<file path="config.mk">
export PLATFORM = sky130hd
export DESIGN_NAME = adder_tree_accum
export DESIGN_NICKNAME = d
export VERILOG_FILES = /design/src/rtl/adder_tree_accum.sv
export SDC_FILE = /design/constraint.sdc
export NUM_CORES = 1
export LEC_CHECK = 0
export ABC_CLOCK_PERIOD_IN_PS = 6200
export BUFFER_PORTS_ARGS = -buffer_cell sky130_fd_sc_hd__buf_4
export CAP_MARGIN = 20
export CORE_UTILIZATION = 64
export CTS_CLUSTER_SIZE = 10
export DETAILED_ROUTE_END_ITERATION = 8
export GPL_TIMING_DRIVEN = 0
export PLACE_DENSITY_LB_ADDON = 0.25
export SYNTH_ARGS = -nofsm -noshare
export SYNTH_HDL_FRONTEND = slang
export SYNTH_SLANG_ARGS = --single-unit
export TNS_END_PERCENT = 20
</file>
<file path="constraint.sdc">
create_clock -name clk -period 6.2 [get_ports clk]
set_input_delay 0.62 -clock clk [delete_from_list [all_inputs] [get_ports clk]]
set_output_delay 0.62 -clock clk [all_outputs]
set_load 0.01 [all_outputs]
</file>
<file path="src/rtl/adder_tree_accum.sv">
// adder_tree_accum: pipelined signed/unsigned adder tree that accumulates ACC_PASSES partial sums and saturates the result
// Ports:
//   clk, rst_n      clock, asynchronous active-low reset
//   enable          0 flushes all state synchronously
//   sign_mode       1 = signed lanes, 0 = unsigned lanes (sampled with in_valid)
//   in_valid        in_data holds a valid pass
//   in_data         NUM_IN packed lanes of IN_W bits
//   out_valid       one-cycle pulse with out_data/out_sat
//   out_data        saturated accumulated sum
//   out_sat         result was clamped
//   pass_cnt        passes accumulated in the current group
module adder_tree_accum #(
  parameter int NUM_IN = 8,
  parameter int IN_W = 7,
  parameter int ACC_PASSES = 4,
  parameter int OUT_W = 10,
  localparam int LVL = $clog2(NUM_IN),
  localparam int TREE_W = IN_W + LVL,
  localparam int CNT_W = $clog2(ACC_PASSES) + 1,
  localparam int ACC_W = TREE_W + $clog2(ACC_PASSES) + 1
) (
  input  logic                    clk,
  input  logic                    rst_n,
  input  logic                    enable,
  input  logic                    sign_mode,
  input  logic                    in_valid,
  input  logic [NUM_IN*IN_W-1:0]  in_data,
  output logic                    out_valid,
  output logic [OUT_W-1:0]        out_data,
  output logic                    out_sat,
  output logic [CNT_W-1:0]        pass_cnt
);
  localparam logic signed [ACC_W:0] S_MAX = (ACC_W+1)'((1 << (OUT_W-1)) - 1);
  localparam logic signed [ACC_W:0] S_MIN = (ACC_W+1)'(-(1 << (OUT_W-1)));
  localparam logic signed [ACC_W:0] U_MAX = (ACC_W+1)'((1 << OUT_W) - 1);
  // inputs are registered before the tree so the output lands LVL+1 edges after sampling
  logic [NUM_IN*IN_W-1:0] r_in;
  logic r_in_v, r_in_m;
  always_ff @(posedge clk or negedge rst_n)
    if (!rst_n) begin
      r_in <= '0;
      r_in_v <= 1'b0;
      r_in_m <= 1'b0;
    end else begin
      r_in <= enable ? in_data : '0;
      r_in_v <= enable & in_valid;
      r_in_m <= enable & sign_mode;
    end
  for (genvar k = 1; k <= LVL; k++) begin : g_lvl
    localparam int N = NUM_IN >> k;
    localparam int W = IN_W + k;
    logic [2*N*(W-1)-1:0] w_src;
    logic w_src_v, w_src_m;
    logic [N*W-1:0] w_sum, r_sum;
    logic r_v, r_m;
    if (k == 1) begin : g_first
      assign w_src = r_in;
      assign w_src_v = r_in_v;
      assign w_src_m = r_in_m;
    end else begin : g_rest
      assign w_src = g_lvl[k-1].r_sum;
      assign w_src_v = g_lvl[k-1].r_v;
      assign w_src_m = g_lvl[k-1].r_m;
    end
    // each pair grows by one bit, extended by sign or zero per the travelling mode bit
    for (genvar j = 0; j < N; j++) begin : g_add
      logic [W-2:0] w_a, w_b;
      assign w_a = w_src[2*j*(W-1) +: W-1];
      assign w_b = w_src[(2*j+1)*(W-1) +: W-1];
      assign w_sum[j*W +: W] = {w_src_m & w_a[W-2], w_a} + {w_src_m & w_b[W-2], w_b};
    end
    always_ff @(posedge clk or negedge rst_n)
      if (!rst_n) begin
        r_sum <= '0;
        r_v <= 1'b0;
        r_m <= 1'b0;
      end else begin
        r_sum <= enable ? w_sum : '0;
        r_v <= enable & w_src_v;
        r_m <= enable & w_src_m;
      end
  end
  logic [TREE_W-1:0] w_tree;
  logic w_tree_v, w_tree_m;
  assign w_tree = g_lvl[LVL].r_sum;
  assign w_tree_v = g_lvl[LVL].r_v;
  assign w_tree_m = g_lvl[LVL].r_m;
  logic signed [ACC_W-1:0] r_acc, w_full;
  logic signed [ACC_W:0] w_wide, w_max, w_min;
  logic w_hi, w_lo;
  logic [OUT_W-1:0] w_sat_data;
  assign w_full = r_acc + $signed({{(ACC_W-TREE_W){w_tree_m & w_tree[TREE_W-1]}}, w_tree});
  // one extra bit lets signed and unsigned limits share a single signed compare
  assign w_wide = {w_full[ACC_W-1], w_full};
  assign w_max = w_tree_m ? S_MAX : U_MAX;
  assign w_min = w_tree_m ? S_MIN : '0;
  assign w_hi = w_wide > w_max;
  assign w_lo = w_wide < w_min;
  assign w_sat_data = w_hi ? w_max[OUT_W-1:0] : w_lo ? w_min[OUT_W-1:0] : w_full[OUT_W-1:0];
  logic [CNT_W-1:0] r_cnt;
  logic r_out_v, r_out_s;
  logic [OUT_W-1:0] r_out_d;
  always_ff @(posedge clk or negedge rst_n)
    if (!rst_n) begin
      r_acc <= '0;
      r_cnt <= '0;
      r_out_v <= 1'b0;
      r_out_d <= '0;
      r_out_s <= 1'b0;
    end else if (!enable) begin
      r_acc <= '0;
      r_cnt <= '0;
      r_out_v <= 1'b0;
      r_out_d <= '0;
      r_out_s <= 1'b0;
    end else begin
      r_out_v <= 1'b0;
      if (w_tree_v) begin
        if (r_cnt == CNT_W'(ACC_PASSES-1)) begin
          r_acc <= '0;
          r_cnt <= '0;
          r_out_v <= 1'b1;
          r_out_d <= w_sat_data;
          r_out_s <= w_hi | w_lo;
        end else begin
          r_acc <= w_full;
          r_cnt <= r_cnt + CNT_W'(1);
        end
      end
    end
  assign out_valid = r_out_v;
  assign out_data = r_out_d;
  assign out_sat = r_out_s;
  assign pass_cnt = r_cnt;
endmodule

</file>
Word-level counts from Yosys, hierarchy flattened

Index checks and enable logic that the tools add are counted.

Flip-flop bits (word level): 152
Input port bits: 61
Output and inout port bits: 15
Word-level logic and storage cells: 79

Add/sub/neg operators: 9
Magnitude comparators: 2
Equality and inequality tests: 3
Mux-type cells: 23
Bitwise logic cells: 24
Reductions and logical operators: 1

Operator list:

| operator                                             | number |
|---|---|
| 2-to-1 mux 10 bit                                    | 7 |
| 2-to-1 mux 56 bit                                    | 1 |
| 2-to-1 mux 13 bit                                    | 3 |
| adder 8 bit                                          | 4 |
| 2-to-1 mux 32 bit                                    | 1 |
| AND 1 bit                                            | 23 |
| adder 9 bit                                          | 2 |
| 2-to-1 mux 18 bit                                    | 1 |
| < comparator 13 x 14 -> 1 bit                        | 1 |
| 2-to-1 mux 14 bit                                    | 1 |
| adder 13 x 11 -> 13 bit                              | 1 |
| > comparator 13 x 11 -> 1 bit                        | 1 |
| adder 10 bit                                         | 1 |
| 2-to-1 mux 3 bit                                     | 3 |
| 2-to-1 mux 1 bit                                     | 6 |
| != test 2 x 1 -> 1 bit (second input constant)       | 2 |
| adder 3 x 1 -> 3 bit (second input constant)         | 1 |
| equality test 3 x 2 -> 1 bit (second input constant) | 1 |
| AND reduction 2 bit                                  | 1 |
| OR 1 bit                                             | 1 |

Longest topological paths before layout

Depth after elaboration: 8
Mapped depth: 16
Mapped depth without buffers: 15

Least setup slack after synthesis

OpenSTA, ideal clock, no wires.

Kind: flip-flop to flip-flop
Start point: register g_lvl[3].r_sum[1]
End point: register r_out_d[9] (netlist: out_data[9])
Library setup time: 124 ps
Data arrival time: 3181 ps
Data required time: 6076 ps
Slack: 2895 ps
Cell stages (with the launch flop): 17
Path buffers: 1
Period minus slack after synthesis: 3305 ps
Cell sequence: dfrtp_1 > ha_1 > a21oi_1 > o2111ai_2 > or2_1 > nand4_1 > nand2_1 > xnor2_1 > inv_1 > ha_1 > and4_1 > and4_1 > a41oi_1 > o32a_1 > buf_6 > a211oi_2 > o31ai_2

Word-level cells in the longest chain between the ends: 7
Elaborated cells between the ends (all ways): 8
Classes of those cells: 1 x add/sub; 2 x order compare; 5 x mux

RTL lines:

| what                          | line | RTL |
|---|---|---|
| start, declared               | 54   | `logic [N*W-1:0] w_sum, r_sum;` |
| start signal, assigned        | 78   | `r_sum <= enable ? w_sum : '0;` |
| adder 13 x 11 -> 13 bit *     | 92   | `assign w_full = r_acc + $signed({{(ACC_W-TREE_W){w_tree_m & w_tree[TREE_W-1]}}, w_tree});` |
| < comparator 13 x 14 -> 1 bit | 98   | `assign w_lo = w_wide < w_min;` |
| 2-to-1 mux 10 bit             | 99   | `assign w_sat_data = w_hi ? w_max[OUT_W-1:0] : w_lo ? w_min[OUT_W-1:0] : w_full[OUT_W-1:0];` |
| 2-to-1 mux 10 bit *           | 99   |  |
| 2-to-1 mux 10 bit *           | 119  | `if (r_cnt == CNT_W'(ACC_PASSES-1)) begin` |
| 2-to-1 mux 10 bit *           | 118  | `if (w_tree_v) begin` |
| 2-to-1 mux 10 bit *           | 110  | `end else if (!enable) begin` |
| end signal, assigned          | 123  | `r_out_d <= w_sat_data;` |
| end, declared                 | 102  | `logic [OUT_W-1:0] r_out_d;` |

Mark *: on every way between the ends. The rest lies on a longest branch, timed or not. The select of a mux whose other input is x is not followed.
A chain may end at the register's enable or synchronous reset.

Final worst setup path

Start point: register g_lvl[3].r_sum[1]
End point: register r_out_d[7] (netlist: out_data[7])

The elaborated chain is that of the path after synthesis.

==> results.md <==
* Number of global-route vias before repair at 5453
* Fin. max-slew vios at 0
* DR DRC count at 0
* Asr flop ratio synth at 1.00
* Seq cells post-synth at 152
* Vert. Die Dim at approximately 110 um
* CP Class: reg2reg
* DP Cell Count at approximately 880
* Total grt overflow at 0
* Sum Neg Setup Slack at 0 ns
* Layout cells sized above 1 at 0.150
* CP Buf/Inv Count at 2
* CTS sink count at 152
* Tcrit/Tclk final at 0.604
* H-tree depth at 4
* Final setup violation count at 0
* Number of enable flip-flop cells after synthesis at 0
* Routed length per instance at 15.9 um
* Fill count at 704
* Port-buffer cells at 75
* Syn Inst Count at ~660
* Die area at 12200 um2
* Max Cap Viol at 0
* Synth warn at 0
* Crit path launch type: flop
* First-pass GRT wire length at roughly 25000 um
* Slowest stage delay, CP at 0.41 ns
* CP arrival at 4.04 ns
* Final std cells w/o fill at 915
* Crit-path cells: ha_1 -> a21oi_1 -> o2111ai_2 -> or2_1 -> nand4_1 -> nand2_1 -> xnor2_1 -> inv_1 -> ha_1 -> and4_1 -> and4_1 -> a41oi_1 -> o32a_1 -> buf_6 -> a21oi_1 -> o21ai_1
* N_diodes at 0
* DRC violation total after the first TritonRoute iteration at 260
* Tmin final at 3.74 ns
* GP Congestion at 0.891
* Hold buffers post-CTS at 0
* Hpwl dp at around 10000 um
* Via count at between 5k and 6k
* Setup bufs post-CTS at 0
* Synth Cell Area at 7540 um2
* Clock skew at 0.00752 ns
* CTS Buf Count at 17
* Sequential cell area fraction in the yosys report at 0.504
* Slowest cell on crit path: dfrtp_1
* Remaining antenna violation count at 0
* Initial Util at 0.658
* Post-CTS sizing at 0
* Layout Area Growth over Synthesis at 18.2%
* Crit Path Max Fanout at 10
* Core ar. at 11500 um2
* CP delay by family, top: compound AO/OA/AOI/OAI gates
* Power per cell area at 274 nW/um2
* Die Wd at 111 um
* Register clock-pin slew on the reported worst setup and hold paths at approximately 0.06 ns
* I/O Pins at 76
* Crit end category: flop
* Worst EP required at around 6.5 ns
* Leak Pwr at 4.58 nW
* Mapped Avg Cell Area at 11.4 um2
* CTS tree: done
* IR drop worst, VDD at 0.311 mV
* FP Rows at 39
* Worst hold slack at 0.144 ns
* Relative slew slack at 0.604
* Pin count of the biggest net entering global routing at 98
* GRT Util Overall at 0.263
* Hold Vio Cnt, Final at 0
* Syn_nets at approximately 800
* Drt first pass iters at 4
* Routed Wire Length at ~15000 um
* Run status: complete, no violations
* HP Class: in2async
* Yosys cell types at 38
* Fmax at about 270 MHz
* Worst Max-Slew Pin Slew at 0.594 ns
* Initial antenna violation count at 0
* Synth Flop Type: dfrtp_1
* Nets@finish at 899
* Worst-Skew Late Latency at 0.42 ns
* Via/cell ratio at 5.50
* Root Buffer: clkbuf_16
* Max clock buf depth at 2
* RSZ-0062 raised after global routing: no
-- logic make-up after synthesis --
kind of cell               after synthesis  synth area share
DFF                                    152             0.504
muxes                                    2           0.00282
xor gates and xnor gates                63            0.0731
adders and majority gates               79             0.139
buffers and inverters                   47            0.0244
and+or+nand+nor                        188             0.141
AOI/OAI and AO/OA                      133             0.115
-- path summary, 6_finish.rpt --
path | startpoint | endpoint | slack, ns | cells past startpoint
max | g_lvl[3].r_sum[1] | out_data[7] | 2.46 | 16
min | rst_n | g_lvl[1].w_src[35] | 0.14 | 1
max reg2reg | g_lvl[3].r_sum[1] | out_data[7] | 2.46 | 16
min reg2reg | g_lvl[1].w_src_v | g_lvl[1].r_v | 0.46 | 1
max in group asynchronous | rst_n | r_acc[8] | 5.24 | 2
min in group clk | in_data[39] | g_lvl[1].w_src[39] | 0.40 | 2
-- per-layer routing --
layer,wire [um],up-vias,global-route usage
li1,-,2425,-
met1,6020,2450,0.309
met2,7500,119,0.458
met3,605,37,0.0642
met4,394,0,0.116
met5,0,-,0
-- cells in the final DEF (no fill, tap or decap), types with 6 or more instances in the layout --
master,count
inv_1,27
a21o_1,10
o21bai_1,25
and2_1,125
a21oi_1,57
ha_1,71
nor2b_1,6
a22o_1,13
clkbuf_1,19
nand2_1,24
clkbuf_16,17
o21ai_1,9
nor2_1,20
xor2_1,29
dfrtp_1,152
fa_1,8
xnor2_1,34
buf_4,74
-- through the flow --
stage | area (um2) | utilization | worst slack (ns) | power (mW)
finish | 8920 | 0.778 | 2.46 | 2.44
global route | 8920 | 0.778 | 2.20 | 2.55
CTS | 8920 | 0.778 | 2.47 | 2.46
detailed placement | 8320 | 0.725 | 2.53 | 1.42
global placement | 8290 | 0.723 | 2.54 | 1.40
floorplan | 7540 | - | 2.89 | 1.30
-- flip-flops by register name, indices dropped and copies added, names as in the netlist --
name / cells
g_lvl.r_v: 3
g_lvl.r_m: 3
out_sat: 1
pass_cnt: 3
g_lvl.w_src_v: 1
r_acc: 13
out_valid: 1
g_lvl.r_sum: 60
g_lvl.w_src_m: 1
g_lvl.w_src: 56
out_data: 10
-- final cells by class --
cell class | instances | area [um2] | share of cell area
timing repair buffer | 76 | 594 | 0.0666
clock inverter | 14 | 163 | 0.0182
multi-input combinational | 465 | 3560 | 0.399
sequential | 152 | 3800 | 0.426
clock buffer | 18 | 439 | 0.0492
tap | 143 | 179 | 0.0201
inverter | 27 | 101 | 0.0114
buffer | 20 | 82.6 | 0.00926
-- worst reg2reg max path, stage by stage (launching register included) --
cell and delay [ns]:
dfrtp_1 0.41, ha_1 0.31, a21oi_1 0.23, o2111ai_2 0.18, or2_1 0.25, nand4_1 0.15
nand2_1 0.09, xnor2_1 0.28, inv_1 0.14, ha_1 0.29, and4_1 0.16, and4_1 0.19
a41oi_1 0.11, o32a_1 0.37, buf_6 0.16, a21oi_1 0.22, o21ai_1 0.10
-- cell usage after synthesis (all sizes together), types with 2 or more instances --
cell    number  area share
o21a         3      0.0030
ha          71        0.12
o21ai       14      0.0093
fa           8       0.021
nand4        2      0.0017
a21o        10       0.010
a211oi       2      0.0033
a21oi       57       0.038
xnor2       34       0.039
a22o        13       0.015
dfrtp      152        0.50
nand2       24       0.012
nor2        21       0.011
and4         2      0.0023
o21bai      25       0.025
inv         27       0.013
xor2        29       0.034
and2       125        0.10
clkbuf      19      0.0095
nor2b        6      0.0050
nand3        5      0.0033
-- where the power goes --
group,leakage [nW],internal (mW),switching (mW)
combinational,2.27,0.152,0.169
clock,0.288,0.613,0.424
sequential,2.02,1.05,0.0324
Power figures use the tool's default switching activity.
